**src/rtl/router_fsm_np_if.sv**
```systemverilog
// router_fsm_np_if: control bundle between the router FSM and its surroundings
//
// Parameters
//   NUM_PORTS  number of output ports/FIFOs
//   ADDR_W     width of the header address field
//
// Signals (direction as seen by the FSM, i.e. the slave modport)
//   pkt_valid      in   source packet valid
//   din            in   header address bits (low bits of input byte)
//   parity_done    in   parity byte captured by register block
//   low_pkt_valid  in   pkt_valid fell while in full handling
//   fifo_full      in   full flag of the currently selected FIFO
//   fifo_empty     in   per-port FIFO empty flags
//   soft_rst       in   per-port soft reset (read-timeout) pulses
//   detect_add     out  decoding a header address
//   lfd_state      out  loading the header byte
//   ld_state       out  loading payload
//   full_state     out  stalled on a full FIFO
//   laf_state      out  loading the byte held back by a full FIFO
//   rst_int_reg    out  checking parity
//   write_enb_reg  out  FIFO write enable
//   busy           out  source must hold off
//   addr_q         out  latched destination port
//   pkt_drop       out  one-cycle pulse when a packet is dropped
interface router_fsm_np_if #(
    parameter int NUM_PORTS = 3,
    parameter int ADDR_W    = 2
);
    logic                 pkt_valid;
    logic [ADDR_W-1:0]    din;
    logic                 parity_done;
    logic                 low_pkt_valid;
    logic                 fifo_full;
    logic [NUM_PORTS-1:0] fifo_empty;
    logic [NUM_PORTS-1:0] soft_rst;
    logic                 detect_add;
    logic                 lfd_state;
    logic                 ld_state;
    logic                 full_state;
    logic                 laf_state;
    logic                 rst_int_reg;
    logic                 write_enb_reg;
    logic                 busy;
    logic [ADDR_W-1:0]    addr_q;
    logic                 pkt_drop;

    modport master (
        output pkt_valid, din, parity_done, low_pkt_valid, fifo_full, fifo_empty, soft_rst,
        input  detect_add, lfd_state, ld_state, full_state, laf_state, rst_int_reg,
               write_enb_reg, busy, addr_q, pkt_drop
    );

    modport slave (
        input  pkt_valid, din, parity_done, low_pkt_valid, fifo_full, fifo_empty, soft_rst,
        output detect_add, lfd_state, ld_state, full_state, laf_state, rst_int_reg,
               write_enb_reg, busy, addr_q, pkt_drop
    );
endinterface

```
**src/rtl/router_fsm_np.sv**
```systemverilog
// router_fsm_np: parametrised router control FSM (header decode, load sequencing, full stalls)
//
// Ports
//   clk     in  clock, all state changes on the rising edge
//   resetn  in  synchronous active-low reset
//   bus     router_fsm_np_if.slave: packet handshake, FIFO flags, soft resets,
//           state-decoded controls, latched address and drop pulse
//
// Parameters
//   NUM_PORTS   number of output FIFOs (1..2**ADDR_W)
//   ADDR_W      header address width
//   WAIT_LIMIT  WAIT_TILL_EMPTY timeout in cycles
//
// Build option
//   ROUTER_WAIT_TIMEOUT_EN  when defined, a packet waiting WAIT_LIMIT cycles for its
//                           FIFO to drain is dropped; otherwise it waits indefinitely.
module router_fsm_np #(
    parameter int NUM_PORTS  = 3,
    parameter int ADDR_W     = 2,
    parameter int WAIT_LIMIT = 255
) (
    input logic           clk,
    input logic           resetn,
    router_fsm_np_if.slave bus
);
    localparam int SPAN = 2 ** ADDR_W;

    if (NUM_PORTS < 1 || NUM_PORTS > SPAN || WAIT_LIMIT < 1) begin : g_bad_params
        $error("router_fsm_np: illegal parameter combination");
    end

    typedef enum logic [3:0] {
        DECODE_ADDRESS     = 4'd0,
        LOAD_FIRST_DATA    = 4'd1,
        LOAD_DATA          = 4'd2,
        FIFO_FULL_STATE    = 4'd3,
        LOAD_AFTER_FULL    = 4'd4,
        LOAD_PARITY        = 4'd5,
        CHECK_PARITY_ERROR = 4'd6,
        WAIT_TILL_EMPTY    = 4'd7,
        DROP_PACKET        = 4'd8
    } state_t;

    state_t            state, state_nxt;
    logic [ADDR_W-1:0] addr_r, addr_nxt;
    logic              drop_r, drop_entry;
    logic [SPAN-1:0]   empty_ext, soft_ext;
    logic              valid_dest, soft_hit, wait_timeout;

    // Pad the per-port flags to the full address span so any address indexes a
    // real bit; addresses past NUM_PORTS read as "not empty" / "no soft reset".
    assign empty_ext  = SPAN'(bus.fifo_empty);
    assign soft_ext   = SPAN'(bus.soft_rst);
    assign valid_dest = {1'b0, bus.din} < (ADDR_W + 1)'(NUM_PORTS);
    assign soft_hit   = (state != DECODE_ADDRESS) && soft_ext[addr_r];

`ifdef ROUTER_WAIT_TIMEOUT_EN
    localparam int CNT_W = $clog2(WAIT_LIMIT + 1);
    logic [CNT_W-1:0] wait_cnt;

    // Counts completed WAIT_TILL_EMPTY cycles; zero in the first cycle of a wait.
    always_ff @(posedge clk) begin
        if (!resetn || state != WAIT_TILL_EMPTY) wait_cnt <= '0;
        else wait_cnt <= wait_cnt + 1'b1;
    end

    // Fires in the WAIT_LIMIT-th cycle spent waiting.
    assign wait_timeout = (state == WAIT_TILL_EMPTY) && (int'(wait_cnt) + 1 >= WAIT_LIMIT);
`else
    assign wait_timeout = 1'b0;
`endif

    always_comb begin
        state_nxt = DECODE_ADDRESS;
        addr_nxt  = addr_r;
        if (soft_hit) begin
            addr_nxt = '0;
        end else begin
            case (state)
                DECODE_ADDRESS: begin
                    state_nxt = DECODE_ADDRESS;
                    if (bus.pkt_valid) begin
                        addr_nxt  = bus.din;
                        state_nxt = !valid_dest ? DROP_PACKET :
                                    empty_ext[bus.din] ? LOAD_FIRST_DATA : WAIT_TILL_EMPTY;
                    end
                end
                LOAD_FIRST_DATA:    state_nxt = LOAD_DATA;
                LOAD_DATA:          state_nxt = bus.fifo_full ? FIFO_FULL_STATE :
                                                !bus.pkt_valid ? LOAD_PARITY : LOAD_DATA;
                FIFO_FULL_STATE:    state_nxt = bus.fifo_full ? FIFO_FULL_STATE : LOAD_AFTER_FULL;
                LOAD_AFTER_FULL:    state_nxt = bus.parity_done ? DECODE_ADDRESS :
                                                bus.low_pkt_valid ? LOAD_PARITY : LOAD_DATA;
                LOAD_PARITY:        state_nxt = CHECK_PARITY_ERROR;
                CHECK_PARITY_ERROR: state_nxt = bus.fifo_full ? FIFO_FULL_STATE : DECODE_ADDRESS;
                WAIT_TILL_EMPTY:    state_nxt = empty_ext[addr_r] ? LOAD_FIRST_DATA :
                                                wait_timeout ? DROP_PACKET : WAIT_TILL_EMPTY;
                DROP_PACKET:        state_nxt = bus.pkt_valid ? DROP_PACKET : DECODE_ADDRESS;
                default:            state_nxt = DECODE_ADDRESS;
            endcase
        end
    end

    // pkt_drop is registered so it coincides with the first DROP_PACKET cycle.
    assign drop_entry = (state_nxt == DROP_PACKET) && (state != DROP_PACKET);

    always_ff @(posedge clk) begin
        if (!resetn) begin
            state  <= DECODE_ADDRESS;
            addr_r <= '0;
            drop_r <= 1'b0;
        end else begin
            state  <= state_nxt;
            addr_r <= addr_nxt;
            drop_r <= drop_entry;
        end
    end

    assign bus.detect_add    = state == DECODE_ADDRESS;
    assign bus.lfd_state     = state == LOAD_FIRST_DATA;
    assign bus.ld_state      = state == LOAD_DATA;
    assign bus.full_state    = state == FIFO_FULL_STATE;
    assign bus.laf_state     = state == LOAD_AFTER_FULL;
    assign bus.rst_int_reg   = state == CHECK_PARITY_ERROR;
    assign bus.write_enb_reg = state inside {LOAD_DATA, LOAD_AFTER_FULL, LOAD_PARITY};
    assign bus.busy          = state inside {LOAD_FIRST_DATA, FIFO_FULL_STATE, LOAD_AFTER_FULL,
                                             LOAD_PARITY, CHECK_PARITY_ERROR, WAIT_TILL_EMPTY};
    assign bus.addr_q        = addr_r;
    assign bus.pkt_drop      = drop_r;
endmodule

```
**src/flat_wrapper.sv**
```systemverilog
// flat-port wrapper written by rule: the top's interface ports become plain ports
module router_fsm_np_flat 
#(
    parameter int NUM_PORTS  = 3,
    parameter int ADDR_W     = 2,
    parameter int WAIT_LIMIT = 255
)
  (clk, resetn, bus_pkt_valid, bus_din, bus_parity_done, bus_low_pkt_valid, bus_fifo_full, bus_fifo_empty, bus_soft_rst, bus_detect_add, bus_lfd_state, bus_ld_state, bus_full_state, bus_laf_state, bus_rst_int_reg, bus_write_enb_reg, bus_busy, bus_addr_q, bus_pkt_drop);
  router_fsm_np_if #(.NUM_PORTS(NUM_PORTS), .ADDR_W(ADDR_W)) bus_i ();
  input logic clk;
  input logic resetn;
  input wire logic [$bits(bus_i.pkt_valid)-1:0] bus_pkt_valid;
  input wire logic [$bits(bus_i.din)-1:0] bus_din;
  input wire logic [$bits(bus_i.parity_done)-1:0] bus_parity_done;
  input wire logic [$bits(bus_i.low_pkt_valid)-1:0] bus_low_pkt_valid;
  input wire logic [$bits(bus_i.fifo_full)-1:0] bus_fifo_full;
  input wire logic [$bits(bus_i.fifo_empty)-1:0] bus_fifo_empty;
  input wire logic [$bits(bus_i.soft_rst)-1:0] bus_soft_rst;
  output wire logic [$bits(bus_i.detect_add)-1:0] bus_detect_add;
  output wire logic [$bits(bus_i.lfd_state)-1:0] bus_lfd_state;
  output wire logic [$bits(bus_i.ld_state)-1:0] bus_ld_state;
  output wire logic [$bits(bus_i.full_state)-1:0] bus_full_state;
  output wire logic [$bits(bus_i.laf_state)-1:0] bus_laf_state;
  output wire logic [$bits(bus_i.rst_int_reg)-1:0] bus_rst_int_reg;
  output wire logic [$bits(bus_i.write_enb_reg)-1:0] bus_write_enb_reg;
  output wire logic [$bits(bus_i.busy)-1:0] bus_busy;
  output wire logic [$bits(bus_i.addr_q)-1:0] bus_addr_q;
  output wire logic [$bits(bus_i.pkt_drop)-1:0] bus_pkt_drop;
  assign bus_i.pkt_valid = bus_pkt_valid;
  assign bus_i.din = bus_din;
  assign bus_i.parity_done = bus_parity_done;
  assign bus_i.low_pkt_valid = bus_low_pkt_valid;
  assign bus_i.fifo_full = bus_fifo_full;
  assign bus_i.fifo_empty = bus_fifo_empty;
  assign bus_i.soft_rst = bus_soft_rst;
  assign bus_detect_add = bus_i.detect_add;
  assign bus_lfd_state = bus_i.lfd_state;
  assign bus_ld_state = bus_i.ld_state;
  assign bus_full_state = bus_i.full_state;
  assign bus_laf_state = bus_i.laf_state;
  assign bus_rst_int_reg = bus_i.rst_int_reg;
  assign bus_write_enb_reg = bus_i.write_enb_reg;
  assign bus_busy = bus_i.busy;
  assign bus_addr_q = bus_i.addr_q;
  assign bus_pkt_drop = bus_i.pkt_drop;
  router_fsm_np #(.NUM_PORTS(NUM_PORTS), .ADDR_W(ADDR_W), .WAIT_LIMIT(WAIT_LIMIT)) u_core (.clk(clk), .resetn(resetn), .bus(bus_i));
endmodule
```
**config.mk**
```make
export PLATFORM = sky130hd
export DESIGN_NAME = router_fsm_np_flat
export DESIGN_NICKNAME = d
export VERILOG_FILES = /design/src/rtl/router_fsm_np_if.sv /design/src/rtl/router_fsm_np.sv /design/src/flat_wrapper.sv
export SDC_FILE = /design/constraint.sdc
export NUM_CORES = 1
export LEC_CHECK = 0
export ABC_CLOCK_PERIOD_IN_PS = 4900
export CORE_MARGIN = 5
export CORE_UTILIZATION = 45
export DETAILED_ROUTE_END_ITERATION = 7
export GPL_TIMING_DRIVEN = 0
export MAX_ROUTING_LAYER = met4
export PLACE_DENSITY = 0.82
export SLEW_MARGIN = 15
export SYNTH_ARGS = -nofsm -noshare
export SYNTH_HDL_FRONTEND = slang
export SYNTH_SLANG_ARGS = --single-unit
```
**constraint.sdc**
```tcl
create_clock -name clk -period 4.9 [get_ports clk]
set_input_delay 0.98 -clock clk [delete_from_list [all_inputs] [get_ports clk]]
set_output_delay 0.98 -clock clk [all_outputs]
set_load 0.02 [all_outputs]
```
==> results.cfg <==
[synthesis]
post_synth_num_cell_types = 36
synth_most_common_cell = nor2_1
synth-adder-area-share = 0.0215
synth_largest_type_area_fraction = 0.219
combinational_family_with_the_most_area_after_synthesis = simple AND/OR/NAND/NOR gates
synth_compound_area_frac = 0.204
synth_ff_type = dfxtp_1
netlist.top_cell.by_area = dfxtp_1
asyncSetResetFlopFracSynth = 0
synth_common_cells = nor2_1 (8), dfxtp_1 (7), nand2_1 (5), nor3_1 (5), mux2i_1 (4)
synth_warnings = 0
synth.ff_latch_count = 7
syn-cell-area_um2 = 639
post_synth_and_or_nand_nor_area_fraction = 0.337
muxShareOfSynthArea = 0.133
synth_edf_count = 0
post_synth_xor_area_fraction = 0.0137
syn_area_per_cell_um2 = 8.76
synth_area_leaders = dfxtp_1 (22%), nor4_4 (6.7%), mux2i_1 (6.3%), mux2_2 (5.3%), nor2_1 (4.7%)
synthesis.nets = 87
synth.yosys.seq_area_share = 0.219
syn-instance-count = 73

[timing]
fin_setup_tns_ps = 0
timing.hold.ws_ps = 582
achievable-frequency_ghz = 0.321
finalSetupViolCount = 0
clock_skew_ps = 5.21
final.period_utilization = 0.636
worst_slew_pin_slew_ps = 522
slew-limit-headroom = 0.649
final_hold_violating_endpoints = 0
rsz_0062_raised_after_global_routing = no
number_of_pins_exceeding_their_max_slew_limit_in_the_final_report = 0
clock_period_minus_worst_slack_ps = 3120

[critical_path]
worst_setup_path_end_kind = primary output
worst-r2r-cell-count = 4
worst_path_dominant_cell_family = buffers and inverters
worstSetupPathDepth = 4
worst-path-max-fanout = 10
timing.critical_path.buf_inv = 2
critical_setup_path_class = reg2out
path_cells = buf_1, mux2_2, nor2_1, clkdlybuf4s50_1
worst-endpoint-arrival_ps = 2140
crit_start = u_core.state[2]$_SDFF_PN0_
r2r-start = u_core.bus.addr_q[0]$_SDFFE_PP0P_
setup.worst_path.start_class = flip-flop
critical-path-slowest-cell = clkdlybuf4s50_1
max_stage_delay_ps = 610
required_ps = 3920

[placed_design]
port-buffer-count = 23
dp.final_hpwl_mm = 1.36
place_congestion = 0.789

[final_layout]
drive_gt1_frac = 0.180
num-nets-final = 115
antenna-diode-count = 0
flow.area_growth_from_synthesis_pct = 43.1

[floorplan]
die_area_um2 = 2270
initial_cell_density_of_the_core = 0.485
die_height_um = 47.7
ioPinCount = 25
std_cell_rows = 13
die_w_um = 47.7
fp.coreArea_um2 = 1320

[hold_path]
timing.hold.worst.class = reg2reg
whs_path_depth = 2
hold_path.startpoint = u_core.bus.addr_q[0]$_SDFFE_PP0P_

[global_route]
grt_max_degree = 11
grt-ovfl-total = 0
grt_util_all_layers = 0.179
grt_pass1_wl_mm = 2.68
grt_pass1_vias = 613
antenna_found_initial = 0

[route]
drt_wl_total_mm = 1.67
number_of_nets_still_failing_antenna_checks_after_routing = 0
drt-pass1-iter-count = 4
highest_layer = met4
detail_route.iter0.violations = 11
dr_wl_met2_um = 794
met3WireLength_um = 43
vias = 622
routed_wire_length_per_instance_um = 14.5
drc = 0
met1Wirelength_um = 787
routed_via_density = 5.41

[run_status]
run_status = complete, no violations

[clock_network]
post_cts_hold_buffer_count = 0
clk_transition_reported_paths_ps = 50
cts_max_level = 1
worst_skew_pair.late_latency_ps = 250
post_cts.repair.setup_buffers = 0
buffer_type_at_the_clock_tree_root = clkbuf_4
cts_inserted_buffers = 3
clock_tree.buffer_depth = 2
post_cts_resize_count = 0
cts_tree = done
cts_sinks = 7

[pwr]
power_density_nw_per_um2 = 482
static-leakage-power_nw = 0.336
ir_worst_vdd_mv = 0.277

[job]
max_cap_violations = 0
==> worst paths after layout <==
kind,end,slack (ps)
min reg2reg,u_core.bus.addr_q[0]$_SDFFE_PP0P_,580
min,u_core.bus.addr_q[0]$_SDFFE_PP0P_,580
max,bus_write_enb_reg,1780
max reg2reg,u_core.state[3]$_SDFF_PN0_,3090
==> flip-flops by register name (all words and copies together) (netlist names) <==
name,flops
u_core.bus.addr_q,2
u_core.bus.pkt_drop,1
u_core.state,4
==> power breakdown <==
group	leakage, nW	internal, W	total (W)	switching, W
Sequential	0.0572	0.0000697	0.0000823	0.0000126
Clock	0.0150	0.0000310	0.0000506	0.0000196
Combinational	0.264	0.000144	0.000308	0.000164
==> kinds of logic after synthesis <==
logic type,count (synthesis)
and+or+nand+nor,34
AOI/OAI and AO/OA,14
buffers and inverters,8
muxes,8
DFF,7
xor gates and xnor gates,1
adders and majority gates,1
==> cells in the final DEF, fill, tap and decap left out, types with 2 or more instances in the layout <==
master,instances
clkdlybuf4s50_1,23
nor2_1,8
dfxtp_1,7
nor3_1,5
nand2_1,5
mux2i_1,4
nand2b_1,3
mux2_2,3
nor2b_1,3
clkbuf_4,3
buf_1,2
clkbuf_1,2
a22oi_1,2
inv_1,2
a211oi_2,2
a32oi_1,2
a21oi_1,2
nor4_4,2
==> worst reg2reg max path, stage by stage, from the launching register on <==
cell     delay [ps]
dfxtp_1         440
mux2_1          350
mux2_2          280
maj3_4          390
nor4_4          260
==> layer usage <==
metal / GRT usage / up-vias
met5: - / -
met4: 0.124 / 0
met3: 0.0263 / 6
met2: 0.261 / 11
met1: 0.224 / 280
li1: - / 325
==> through the flow <==
| stage | setup WS (ps) | utilization | power, W | std cells | cell area, µm² |
|---|---|---|---|---|---|
| 2_1_floorplan | 2620 | - | 0.000294 | 73 | 639 |
| 3_3_place_gp | 2100 | 0.674 | 0.000383 | 111 | 888 |
| 3_5_place_dp | 2050 | 0.674 | 0.000390 | 111 | 888 |
| 4_1_cts | 1770 | 0.694 | 0.000443 | 115 | 915 |
| 5_1_grt | 1660 | 0.694 | 0.000473 | 115 | 915 |
| 6_report | 1780 | 0.694 | 0.000441 | 115 | 915 |
==> cell type report <==
type	count	area (µm²)
multi-input cells	58	453
fillers	118	403
repair buffers	23	230
flip-flops and latches	7	140
plain buffers	5	30.0
clock buffers	4	26.3
well taps	15	18.8
inverters	3	16.3
Power figures use the tool's default switching activity.
